**src/rtl/led_pwm_pkg.sv**
```systemverilog
// led_pwm_pkg: register offsets, channel indices and CTRL field positions shared by led_pwm_mmio and its bench
package led_pwm_pkg;
  localparam logic [3:0] DUTY_OFS   = 4'h0;
  localparam logic [3:0] CTRL_OFS   = 4'h4;
  localparam logic [3:0] MILLIS_OFS = 4'h8;
  localparam int NUM_CH       = 4;
  localparam int CH_BLUE      = 0;
  localparam int CH_GREEN     = 1;
  localparam int CH_RED       = 2;
  localparam int CH_LED       = 3;
  localparam int CTRL_EN_LSB  = 0;
  localparam int CTRL_PRE_LSB = 8;
endpackage

```
**src/rtl/led_pwm_mmio_if.sv**
```systemverilog
// led_pwm_mmio_if: data-memory bus port; master drives sel/we/addr/wdata/wmask, slave returns registered rdata
interface led_pwm_mmio_if;
  logic        sel;
  logic        we;
  logic [3:0]  addr;
  logic [3:0]  wmask;
  logic [31:0] wdata;
  logic [31:0] rdata;
  modport master (output sel, we, addr, wdata, wmask, input rdata);
  modport slave (input sel, we, addr, wdata, wmask, output rdata);
endinterface

```
**src/rtl/led_pwm_mmio_pwm_channel.sv**
```systemverilog
// pwm_channel: one PWM lane (clk, reset async active-low, tick, wrap, duty_in, enable -> out) with duty shadowed at period wrap
module pwm_channel (
  input  logic       clk,
  input  logic       reset,
  input  logic       tick,
  input  logic       wrap,
  input  logic [7:0] duty_in,
  input  logic       enable,
  output logic       out
);
  logic [7:0] count;
  logic [7:0] shadow;
  always_ff @(posedge clk or negedge reset)
    if (!reset) begin
      count  <= '0;
      shadow <= '0;
      out    <= 1'b0;
    end else begin
      count  <= count + 8'(tick);
      shadow <= wrap ? duty_in : shadow;
      out    <= enable && (count < shadow);
    end
endmodule

```
**src/rtl/led_pwm_mmio.sv**
```systemverilog
// led_pwm_mmio: MMIO LED/RGB PWM + millisecond counter; ports clk, reset (async active-low), bus (slave), led/red/green/blue (active-high)
module led_pwm_mmio
  import led_pwm_pkg::*;
#(
  parameter int CLK_HZ = 12000000,
  parameter int MS_DIV = CLK_HZ / 1000
) (
  input  logic          clk,
  input  logic          reset,
  led_pwm_mmio_if.slave bus,
  output logic          led,
  output logic          red,
  output logic          green,
  output logic          blue
);
  localparam int DW = MS_DIV > 1 ? $clog2(MS_DIV) : 1;
  localparam logic [DW-1:0] DIV_LAST = DW'(MS_DIV - 1);
  logic [31:0]   duty, millis, ctrl, rmux;
  logic [3:0]    en, ch;
  logic [7:0]    prescale, pre_lim, pre_cnt, pwm_cnt;
  logic [DW-1:0] div;
  logic [1:0]    idx;
  logic          tick, wrap, wr, rd, div_end;
  assign idx     = bus.addr[3:2];
  assign wr      = bus.sel && bus.we;
  assign rd      = bus.sel && !bus.we;
  assign tick    = pre_cnt == pre_lim;
  assign wrap    = tick && pwm_cnt == 8'hFF;
  assign div_end = div == DIV_LAST;
  always_comb begin
    ctrl = '0;
    ctrl[CTRL_EN_LSB +: 4]  = en;
    ctrl[CTRL_PRE_LSB +: 8] = prescale;
  end
  always_comb rmux = idx == DUTY_OFS[3:2] ? duty :
                     idx == CTRL_OFS[3:2] ? ctrl :
                     idx == MILLIS_OFS[3:2] ? millis : 32'h0;
  always_ff @(posedge clk or negedge reset)
    if (!reset) begin
      duty      <= '0;
      en        <= '0;
      prescale  <= '0;
      bus.rdata <= '0;
    end else begin
      if (wr && idx == DUTY_OFS[3:2])
        for (int i = 0; i < 4; i++)
          if (bus.wmask[i]) duty[8*i +: 8] <= bus.wdata[8*i +: 8];
      if (wr && idx == CTRL_OFS[3:2] && bus.wmask[CTRL_EN_LSB/8]) en <= bus.wdata[CTRL_EN_LSB +: 4];
      if (wr && idx == CTRL_OFS[3:2] && bus.wmask[CTRL_PRE_LSB/8]) prescale <= bus.wdata[CTRL_PRE_LSB +: 8];
      if (rd) bus.rdata <= rmux;
    end
  // the prescaler limit is latched at each prescaler wrap so a PRESCALE change never truncates a running tick interval
  always_ff @(posedge clk or negedge reset)
    if (!reset) begin
      pre_cnt <= '0;
      pre_lim <= '0;
      pwm_cnt <= '0;
      div     <= '0;
      millis  <= '0;
    end else begin
      pre_cnt <= tick ? 8'h0 : pre_cnt + 8'h1;
      pre_lim <= tick ? prescale : pre_lim;
      pwm_cnt <= pwm_cnt + 8'(tick);
      div     <= div_end ? '0 : div + 1'b1;
      millis  <= millis + 32'(div_end);
    end
  for (genvar c = 0; c < NUM_CH; c++) begin : g_ch
    pwm_channel u_ch (
      .clk    (clk),
      .reset  (reset),
      .tick   (tick),
      .wrap   (wrap),
      .duty_in(duty[8*c +: 8]),
      .enable (en[c]),
      .out    (ch[c])
    );
  end
  assign led   = ch[CH_LED];
  assign red   = ch[CH_RED];
  assign green = ch[CH_GREEN];
  assign blue  = ch[CH_BLUE];
endmodule

```
**src/flat_wrapper.sv**
```systemverilog
// flat-port wrapper written by rule: the top's interface ports become plain ports
module led_pwm_mmio_flat import led_pwm_pkg::*;
#(
  parameter int CLK_HZ = 12000000,
  parameter int MS_DIV = CLK_HZ / 1000
)
  (clk, reset, led, red, green, blue, bus_sel, bus_we, bus_addr, bus_wdata, bus_wmask, bus_rdata);
  led_pwm_mmio_if bus_i ();
  input  logic clk;
  input  logic reset;
  output logic led;
  output logic red;
  output logic green;
  output logic blue;
  input wire logic [$bits(bus_i.sel)-1:0] bus_sel;
  input wire logic [$bits(bus_i.we)-1:0] bus_we;
  input wire logic [$bits(bus_i.addr)-1:0] bus_addr;
  input wire logic [$bits(bus_i.wdata)-1:0] bus_wdata;
  input wire logic [$bits(bus_i.wmask)-1:0] bus_wmask;
  output wire logic [$bits(bus_i.rdata)-1:0] bus_rdata;
  assign bus_i.sel = bus_sel;
  assign bus_i.we = bus_we;
  assign bus_i.addr = bus_addr;
  assign bus_i.wdata = bus_wdata;
  assign bus_i.wmask = bus_wmask;
  assign bus_rdata = bus_i.rdata;
  led_pwm_mmio #(.CLK_HZ(CLK_HZ), .MS_DIV(MS_DIV)) u_core (.clk(clk), .reset(reset), .bus(bus_i), .led(led), .red(red), .green(green), .blue(blue));
endmodule
```
**config.mk**
```make
export PLATFORM = sky130hd
export DESIGN_NAME = led_pwm_mmio_flat
export DESIGN_NICKNAME = d
export VERILOG_FILES = /design/src/rtl/led_pwm_pkg.sv /design/src/rtl/led_pwm_mmio_if.sv /design/src/rtl/led_pwm_mmio_pwm_channel.sv /design/src/rtl/led_pwm_mmio.sv /design/src/flat_wrapper.sv
export SDC_FILE = /design/constraint.sdc
export NUM_CORES = 1
export LEC_CHECK = 0
export ABC_AREA = 0
export CAP_MARGIN = 20
export CORE_MARGIN = 2
export CORE_UTILIZATION = 63
export CTS_CLUSTER_DIAMETER = 60
export CTS_CLUSTER_SIZE = 30
export DETAILED_ROUTE_END_ITERATION = 6
export MAX_ROUTING_LAYER = met4
export PLACE_DENSITY = 0.95
export REMOVE_ABC_BUFFERS = 1
export SYNTH_ARGS = -nofsm -noshare
export SYNTH_HDL_FRONTEND = slang
export SYNTH_SLANG_ARGS = --single-unit
```
**constraint.sdc**
```tcl
create_clock -name clk -period 3.4 [get_ports clk]
set_input_delay 0.34 -clock clk [delete_from_list [all_inputs] [get_ports clk]]
set_output_delay 0.34 -clock clk [all_outputs]
set_load 0.03 [all_outputs]
```
==> results of run 1 <==
==> logic make-up after synthesis <==
group / Yosys count
adders and majority gates: 42
xor gates and xnor gates: 81
AOI/OAI and AO/OA: 70
DFF: 214
buffers and inverters: 49
and+or+nand+nor: 210
muxes: 116
==> Yosys cell counts, drive strengths merged, types with 3 or more instances <==
cell type and instances:
buf 8, nor3 9, and4 5, nand2b 5, mux2i 32, ha 42, nand2 63, inv 30
xnor2 55, o21ai 38, and3 13, clkbuf 11, nor4 4, nand4 20, a211oi 9, nand3 37
nor2b 3, mux2 84, dfrtp 214, and2 3, xor2 26, nand3b 5, a21o 8, nor2 36
a21oi 14
==> per-stage QoR <==
stage	utilization, %	hold WS (ps)
floorplan	-	44.41
global placement	70.60	383.7
detailed placement	70.60	389.8
CTS	74.09	446.9
global route	74.09	478.5
finish	74.09	441.6
==> cell type report <==
type	instances	area, µm²
clock buffers	15	375.4
clock inverters	9	142.6
fillers	908	3925
inverters	30	112.6
multi-input cells	519	4148
flip-flops and latches	214	5355
well taps	188	235.2
repair buffers	86	852.1
==> sequential cells by signal (all words and copies together), names as in the netlist <==
register and cells:
u_core.pwm_cnt 8, u_core.pre_lim 8, u_core.g_ch.u_ch.count 32, u_core.duty 32
u_core.div 14, u_core.pre_cnt 8, u_core.prescale 8, u_core.bus.rdata 32
u_core.g_ch.u_ch.out 4, u_core.g_ch.u_ch.shadow 32, u_core.millis 32, u_core.en 4
==> worst paths after layout <==
path                              startpoint                             to  depth (start not counted)
hold / removal                         reset  u_core.g_ch[0].u_ch.shadow[4]                          2
max in group asynchronous              reset           u_core.bus.rdata[25]                          3
setup / recovery               u_core.div[0]              u_core.millis[31]                          8
setup reg to reg               u_core.div[0]              u_core.millis[31]                          8
min in group clk                 bus_addr[3]           u_core.bus.rdata[26]                          3
hold reg to reg            u_core.pwm_cnt[5]              u_core.pwm_cnt[5]                          1
==> power breakdown <==
| part | internal [µW] | switching [µW] |
|---|---|---|
| clock network | 955 | 964 |
| logic | 620 | 608 |
| registers | 2940 | 364 |
| total | 4510 | 1940 |
==> worst max-delay path, stage by stage (launching register included) <==
cell                       delay [ps]
sky130_fd_sc_hd__dfrtp_1          390
sky130_fd_sc_hd__ha_1             220
sky130_fd_sc_hd__nand4_1          160
sky130_fd_sc_hd__and4bb_2         510
sky130_fd_sc_hd__ha_1             240
sky130_fd_sc_hd__nand3_1          220
sky130_fd_sc_hd__nor4_4           530
sky130_fd_sc_hd__nand3_1          220
sky130_fd_sc_hd__xnor2_1          180
==> layer usage <==
layer	vias to the layer above	share of wire, %
li1	2881	-
met1	3236	41
met2	162	52
met3	41	4.7
met4	0	2.7
met5	-	0
==> results, run 1 <==
- The flow ran to the end, and the final reports show no timing, DRC or antenna violations.
- Across the run, the number of max-cap violations was 0.
- The maximum frequency from static timing analysis is between 0.3 and 0.4 GHz.
- Synthesis produced between 700 and 800 cells.
- The standard cell core area is between 0.015 and 0.02 mm².
- The number of antenna violations at the first check in global routing is 0.
- The cell area after synthesis is around 0.0097 mm².
- After routing, the total negative slack on setup checks comes to 0 ps.
- The clock reaches the later pin of the worst-skew pair after just under 500 ps.
- After detailed routing, the average wire length per cell comes to ~19 µm.
- The worst-case IR drop observed on VDD is approximately 0.5 mV.
- The fraction of layout cells with a size suffix above 1 is around 15%.
- The overall fraction of global-route tracks in use is 26.91%.
- The setup-violating endpoint count in the final report is 0.
- The setup slack after placement is roughly 660 ps.
- Entering global routing, the biggest net connects just under 90 pins.
- Setup repair after global routing left no endpoint under its margin.
- The count of TritonRoute iterations in the first routing pass is 5.
- The post-cts gate resize count is 0.
- The number of global-route vias before repair is between 6k and 7k.
- The critical path is of the reg2reg type.
- The count of final hold-check violations is 0.
- STA classifies the critical path endpoint as a flip-flop.
- The post-synthesis simple-gate area fraction is 11.69%.
- Row generation in the floorplan step produced 45 rows.
- In this run, synthesis inferred 0 flip-flops with an integrated enable.
- sky130_fd_sc_hd__dfrtp_1 takes more of the synthesized area than any other cell.
- The count of hold-fix buffers inserted at cts is 1.
- After synthesis, the cell types taking the most area are sky130_fd_sc_hd__dfrtp_1 55%, sky130_fd_sc_hd__mux2_2 6.3%, sky130_fd_sc_hd__ha_1 5.4%, sky130_fd_sc_hd__xnor2_1 5.0%, sky130_fd_sc_hd__mux2_4 4.6%.
- After detailed routing, the total wire length is ~20000 µm.
- Global routing finished with a remaining overflow of 0.
- Leaving out fill and tap cells, the most frequent cells in the layout are 214 x sky130_fd_sc_hd__dfrtp_1, 75 x sky130_fd_sc_hd__clkdlybuf4s50_1, 62 x sky130_fd_sc_hd__nand2_1, 55 x sky130_fd_sc_hd__xnor2_1, 54 x sky130_fd_sc_hd__mux2_2.
- Measured against the total synthesized area, the mux share comes to around 14%.
- In this run, synthesis produced a sequential element count of about 210.
- The longest clock path from root to sink contains 3 buffers.
- The proportion of register bits with asynchronous set or reset after synthesis is between 90% and 100%.
- The standard cell area after detailed placement is 0.01069 mm².
- Relative to the synthesized area, the layout overhead comes to 15.54%.
- The root buffer selected by CTS is sky130_fd_sc_hd__clkbuf_16.
- STA classifies the critical path startpoint as a flip-flop.
- The post-layout instance area is 0.01122 mm².
- The starting density of the core is between 60 and 70%.
- The floorplan step set the die width to approximately 130 µm.
- Each instance of the synthesized netlist takes up on average 12.42 µm².
- Global routing used under 10% of the available met3 tracks.
- The I/O pin count is 80.
- The die covers roughly 0.016 mm².
- Summing the areas of all compound-gate instances in the mapped netlist gives just over 4% of the synthesized area.
- Dividing the detail-routed via count by the number of cells gives approximately 6.0.
- Once routing completed, OpenROAD measured the worst setup slack at 612.6 ps.
- The TritonCTS clock tree is built.
- The port buffer count is 77.
- The HPWL after detailed placement is between 10000 and 15000 µm.
- The global routing usage on met1 is about 34%.
- Total power for the finished layout comes to around 6400 µW.
- The power density over cell area is 574.5 mW/mm².
- In the final design database the tool counted between 900 and 1k nets.
- Yosys printed 0 warnings.
- The routed layout has roughly 6.3k vias.
- The filler-free cell count of the finished design is 1061.
- The leakage power is between 0.005 and 0.006 µW.
- At the end of routability-driven placement, the weighted congestion stood at roughly 0.84.
- The maximum level of the CTS H-tree is 1.
- The combinational family with the most area after synthesis is multiplexers.
- Clock-pin slew was measured on the worst setup and hold paths at around 90 ps.
- The clock net in this run drives a total of 214 sinks.
- In this run the worst hold path is classified as in2async.
- Yosys mapped the design onto 40 distinct sky130hd cell types.
- Data arrives at the worst endpoint at 3150 ps.
- For the worst setup path, the data required time is 3760 ps.
- The part of the cycle the worst path needs is about four fifths.
- The worst max-slew margin expressed relative to the limit is roughly a quarter.
- For this block, the initial DRC count from the detailed router was 474.
- The global-route wire length before repair is ~34000 µm.
- The share of the Yosys chip area taken by registers is a little under three fifths.
- Global routing consumed, on the met2 layer, 46.24% of the routing resources.
- The area share of the leading cell type in the synthesized netlist is roughly 55%.
- After layout, the minimum clock period comes to between 2000 and 3000 ps.
- The leading cell type in the layout, fill and taps excluded is sky130_fd_sc_hd__dfrtp_1.
- The register-to-register path setup slack is slightly above 600 ps.
- The final-report max-slew violation count is 0.
- The final clock skew is 34.95 ps.
- The adder and majority cell fraction of the synthesized area is 5.411%.
- For the pin with the worst max-slew slack, the measured transition is 1115 ps.
- The number of cells after detailed placement is 1036.
- The most instantiated flip-flop cell in the synthesis netlist is sky130_fd_sc_hd__dfrtp_1.
- For this run, design rule violations remaining after detail routing come to 0.
- The number of setup buffers added after CTS is 0.
- The die height is about 130 µm.
- After global routing, the most crowded layer is met2.
- The synthesized-area fraction occupied by xor and xnor cells is 7.305%.
- The remaining antenna violation count is 0.
- The maximum net fanout on the critical path is 11.
- The number of diodes is 0.
- The number of buffers created by CTS is 15.
(Power assumes the default switching activity.)
==> run 2: changes to the inputs <==
--- a/config.mk
+++ b/config.mk
@@ -8,12 +8,12 @@
 export ABC_AREA = 0
 export CAP_MARGIN = 20
 export CORE_MARGIN = 2
-export CORE_UTILIZATION = 63
+export CORE_UTILIZATION = 53
 export CTS_CLUSTER_DIAMETER = 60
 export CTS_CLUSTER_SIZE = 30
 export DETAILED_ROUTE_END_ITERATION = 6
 export MAX_ROUTING_LAYER = met4
-export PLACE_DENSITY = 0.95
+export PLACE_DENSITY = 0.88
 export REMOVE_ABC_BUFFERS = 1
 export SYNTH_ARGS = -nofsm -noshare
 export SYNTH_HDL_FRONTEND = slang
==> constraint.sdc (replaced) <==
create_clock -name clk -period 2.4 [get_ports clk]
set_input_delay 0.24 -clock clk [delete_from_list [all_inputs] [get_ports clk]]
set_output_delay 0.24 -clock clk [all_outputs]
set_load 0.03 [all_outputs]
==> run 2 against run 1 <==
  * Critical path depth grew 1
  * Clock-buffer cell count unchanged
  * First-iteration DRC count shrank 5.5%
  * Via count is 0.40% lower
  * Setup slack lost 530 ps
  * Clock power is 44% higher
  * Highest routed layer unchanged
==> results, run 2 (synthesis results as in run 1) <==
- The path category of the worst min-delay check is in2reg.
- The overall fraction of global-route tracks in use came to 21.73% (-5.2 points).
- The met2 wire length is 10170 µm (-4.1%).
- The sum of routed wire segments on met1 is 8803 µm (+5.2%).
- The number of diodes is 0 (unchanged).
- The worst max-slew margin expressed relative to the limit came to 54.53% (+29 points).
- The maximum number of pins on one net before global-route repair is 56 (-36%).
- The signal arrival time at the worst endpoint is 2700 ps (-450 ps).
- The top metal layer carrying routed signals is met4.
- The element type at the critical path end is a flip-flop.
- The setup-violating endpoint count in the final report came to 0 (unchanged).
- The total congestion overflow after global routing is 0 (unchanged).
- The register share of total power is 50.9% (-0.3 points).
- The most numerous cell type found on the critical path is sky130_fd_sc_hd__ha_4.
- The total buffers and inverters traversed by the critical path came to 0 (unchanged).
- The setup slack after placement came to -57.61 ps (-712.8 ps).
- The clock network power share is 30.2% (+0.4 points).
- The HPWL reported at the end of detailed placement is 14070 µm (-0.29%).
- The share of power burned in combinational logic is 18.8% (-0.2 points).
- The port buffer count came to 77 (unchanged).
- The fraction of layout cells with a size suffix above 1 is 17.44% (+2.2 points).
- The clock period minus final worst setup slack is 2313 ps (-474.6 ps).
- The I/O pin count is 80 (unchanged).
- The latest clock arrival within the worst-skew pair is 500 ps (about the same).
- The final routed wirelength across all metal layers is 20390 µm (-0.45%).
- The net switching power is 2818 µW (+46%).
- The standard cell core area is 0.01796 mm² (+19%).
- The total die area came to 0.01942 mm² (+18%).
- The die height came to 139.4 µm (+8.7%).
- The count of final hold-check violations was 0 (unchanged).
- The count of TritonRoute iterations in the first routing pass was 5 (unchanged).
- The post-layout instance area came to 0.01150 mm² (+2.5%).
- The required time of the worst setup path is 2790 ps (-970 ps).
- The internal cell power is 6331 µW (+40%).
- The largest buffer count on any clock path was 3 (unchanged).
- The maximum net fanout on the critical path is 5 (-6).
- The number of max-capacitance violations reported was 0 (unchanged).
- The maximum frequency from static timing analysis is 0.4324 GHz (+21%).
- The kind of cell with the highest combined delay along the critical path is simple AND/OR/NAND/NOR gates.
- The library cell used most frequently in the layout, excluding fill and tap cells, is sky130_fd_sc_hd__dfrtp_1.
- The total vias in the final route came to 6295 (-0.40%).
- The final routed DRC violation total was 0 (unchanged).
- The total met3 wirelength after detailed routing came to 924 µm (-3.9%).
- TritonCTS built the clock tree.
- The final clock skew was 36.63 ps (+1.681 ps).
- The routability congestion estimate is 0.8295 (-0.97%).
- The filler cell count in the final layout is 1325 (+46%).
- The library cells used most frequently in the layout, excluding fill and tap cells, are 214 x sky130_fd_sc_hd__dfrtp_1, 75 x sky130_fd_sc_hd__clkdlybuf4s50_1, 61 x sky130_fd_sc_hd__nand2_1, 55 x sky130_fd_sc_hd__xnor2_1, 54 x sky130_fd_sc_hd__mux2_2.
- The leakage power is 0.005442 µW (+2.5%).
- The post-detailed-route wirelength per cell is 18.24 µm (-5.5%).
- The maximum level of the CTS H-tree is 1 (unchanged).
- The startpoint type of the worst setup path is a flip-flop.
- The DRC violation total after the first TritonRoute iteration is 448 (-5.5%).
- The final net count came to 967 (+1.6%).
- The placement row count is 49 (+8.9%).
- The global-route wire length before repair is 33390 µm (-1.7%).
- The part of the cycle the worst path needs is 96.37% (+14 points).
- The width of the chip is 139.4 µm (+8.7%).
- The remaining antenna violation count is 0 (unchanged).
- The stage delay of the slowest cell on the critical path came to 430 ps (-100 ps).
- The number of antenna violations at the first check in global routing came to 0 (unchanged).
- The starting density of the core is 54.06% (-10 points).
- The final-report max-slew violation count is 0 (unchanged).
- The root buffer selected by CTS is sky130_fd_sc_hd__clkbuf_16.
- The proportion of total power due to net switching is 30.80% (+0.76 points).
- The run finished with clean final reports.
- From synthesis to final layout, the design area changed by 18.37%.
- The power density over cell area is 795.9 mW/mm² (+39%).
- The number of sinks handled by clock tree synthesis was 214 (unchanged).
- The setup path with the least slack is of type reg2reg.
- The standard cell area after detailed placement is 0.01083 mm² (+1.3%).
- The number of buffers created by CTS is 15 (unchanged).
- The number of global-route vias before repair is 6654 (-0.57%).
- The largest individual stage delay along the critical path comes from the cell sky130_fd_sc_hd__dfrtp_1.
- The peak supply drop is 0.8341 mV (+65%).
- The critical path goes through ha_4 -> nand4_1 -> and4bb_2 -> ha_4 -> ha_4 -> nand2_4 -> nor4_4 -> nand2_1 -> xnor2_1.
- Setup repair after global routing could not meet its margin everywhere.
- The final worst setup slack is 87.22 ps (-525.4 ps).
- The via count normalized by instance count is 5.631 (-5.5%).
- The slew of the pin with the lowest slew margin is 680.6 ps (-434.0 ps).
- The clock transition at the register clock pins on the worst setup and hold paths after CTS is 110 ps (+20 ps).
[run 2: worst paths after layout]
| path | cells after the start | end | slack, ps | from |
|---|---|---|---|---|
| max | 9 | u_core.millis[30] | 90 | u_core.div[0] |
| min | 3 | u_core.bus.rdata[5] | 210 | bus_addr[3] |
| max reg2reg | 9 | u_core.millis[30] | 90 | u_core.div[0] |
| min reg2reg | 1 | u_core.pwm_cnt[5] | 480 | u_core.pwm_cnt[5] |
| max in group asynchronous | 3 | u_core.g_ch[3].u_ch.count[7] | 1350 | reset |
| min in group asynchronous | 2 | u_core.g_ch[0].u_ch.shadow[6] | 280 | reset |
[run 2: power by group through the flow]
stage	clock network [µW]	registers [µW]	logic (µW)
after global routing	2940	4730	1910
after floorplan	0	4770	942
after CTS	2810	4660	1750
after detailed placement	0	4730	1730
after global placement	0	4690	1650
final	2770	4660	1720
[run 2: routing by layer]
metal	track usage, %	vias up
met2	36.20	146
met4	5.529	0
met5	-	-
met1	28.37	3189
li1	-	2918
met3	3.028	42
[run 2: layout make-up]
cell class	count	area, µm²	share of cell area [%]
flip-flops and latches	214	5355	46.58
multi-input cells	519	4215	36.67
inverters	30	112.6	0.9795
clock buffers	15	375.4	3.265
repair buffers	101	977.2	8.500
clock inverters	10	173.9	1.513
well taps	229	286.5	2.492
[run 2: worst register-to-register path, cell delays in order (launching register included)]
cell	delay, ps
sky130_fd_sc_hd__dfrtp_1	430
sky130_fd_sc_hd__ha_4	170
sky130_fd_sc_hd__nand4_1	130
sky130_fd_sc_hd__and4bb_2	390
sky130_fd_sc_hd__ha_4	180
sky130_fd_sc_hd__ha_4	140
sky130_fd_sc_hd__nand2_4	80
sky130_fd_sc_hd__nor4_4	420
sky130_fd_sc_hd__nand2_1	130
sky130_fd_sc_hd__xnor2_1	140
[run 2: timing repair]
action	4_1_cts	5_1_grt
setup buffers	0	4
hold buffers	1	0
endpoints found under the hold margin	50	0
pin swaps	1	9
endpoints found under the setup margin	6	18
resized for setup	3	9
[run 2: through the flow]
step,setup TNS (ps),hold WS (ps),power [µW],cells,util (%)
2_1_floorplan,0,-55.59,5715,763,-
3_3_place_gp,0,224.3,6342,1087,60.30
3_5_place_dp,-185.1,223.6,6451,1087,60.30
4_1_cts,0,200.8,9217,1113,63.47
5_1_grt,-97.61,237.6,9590,1118,64.00
6_report,0,212.3,9149,1118,64.00
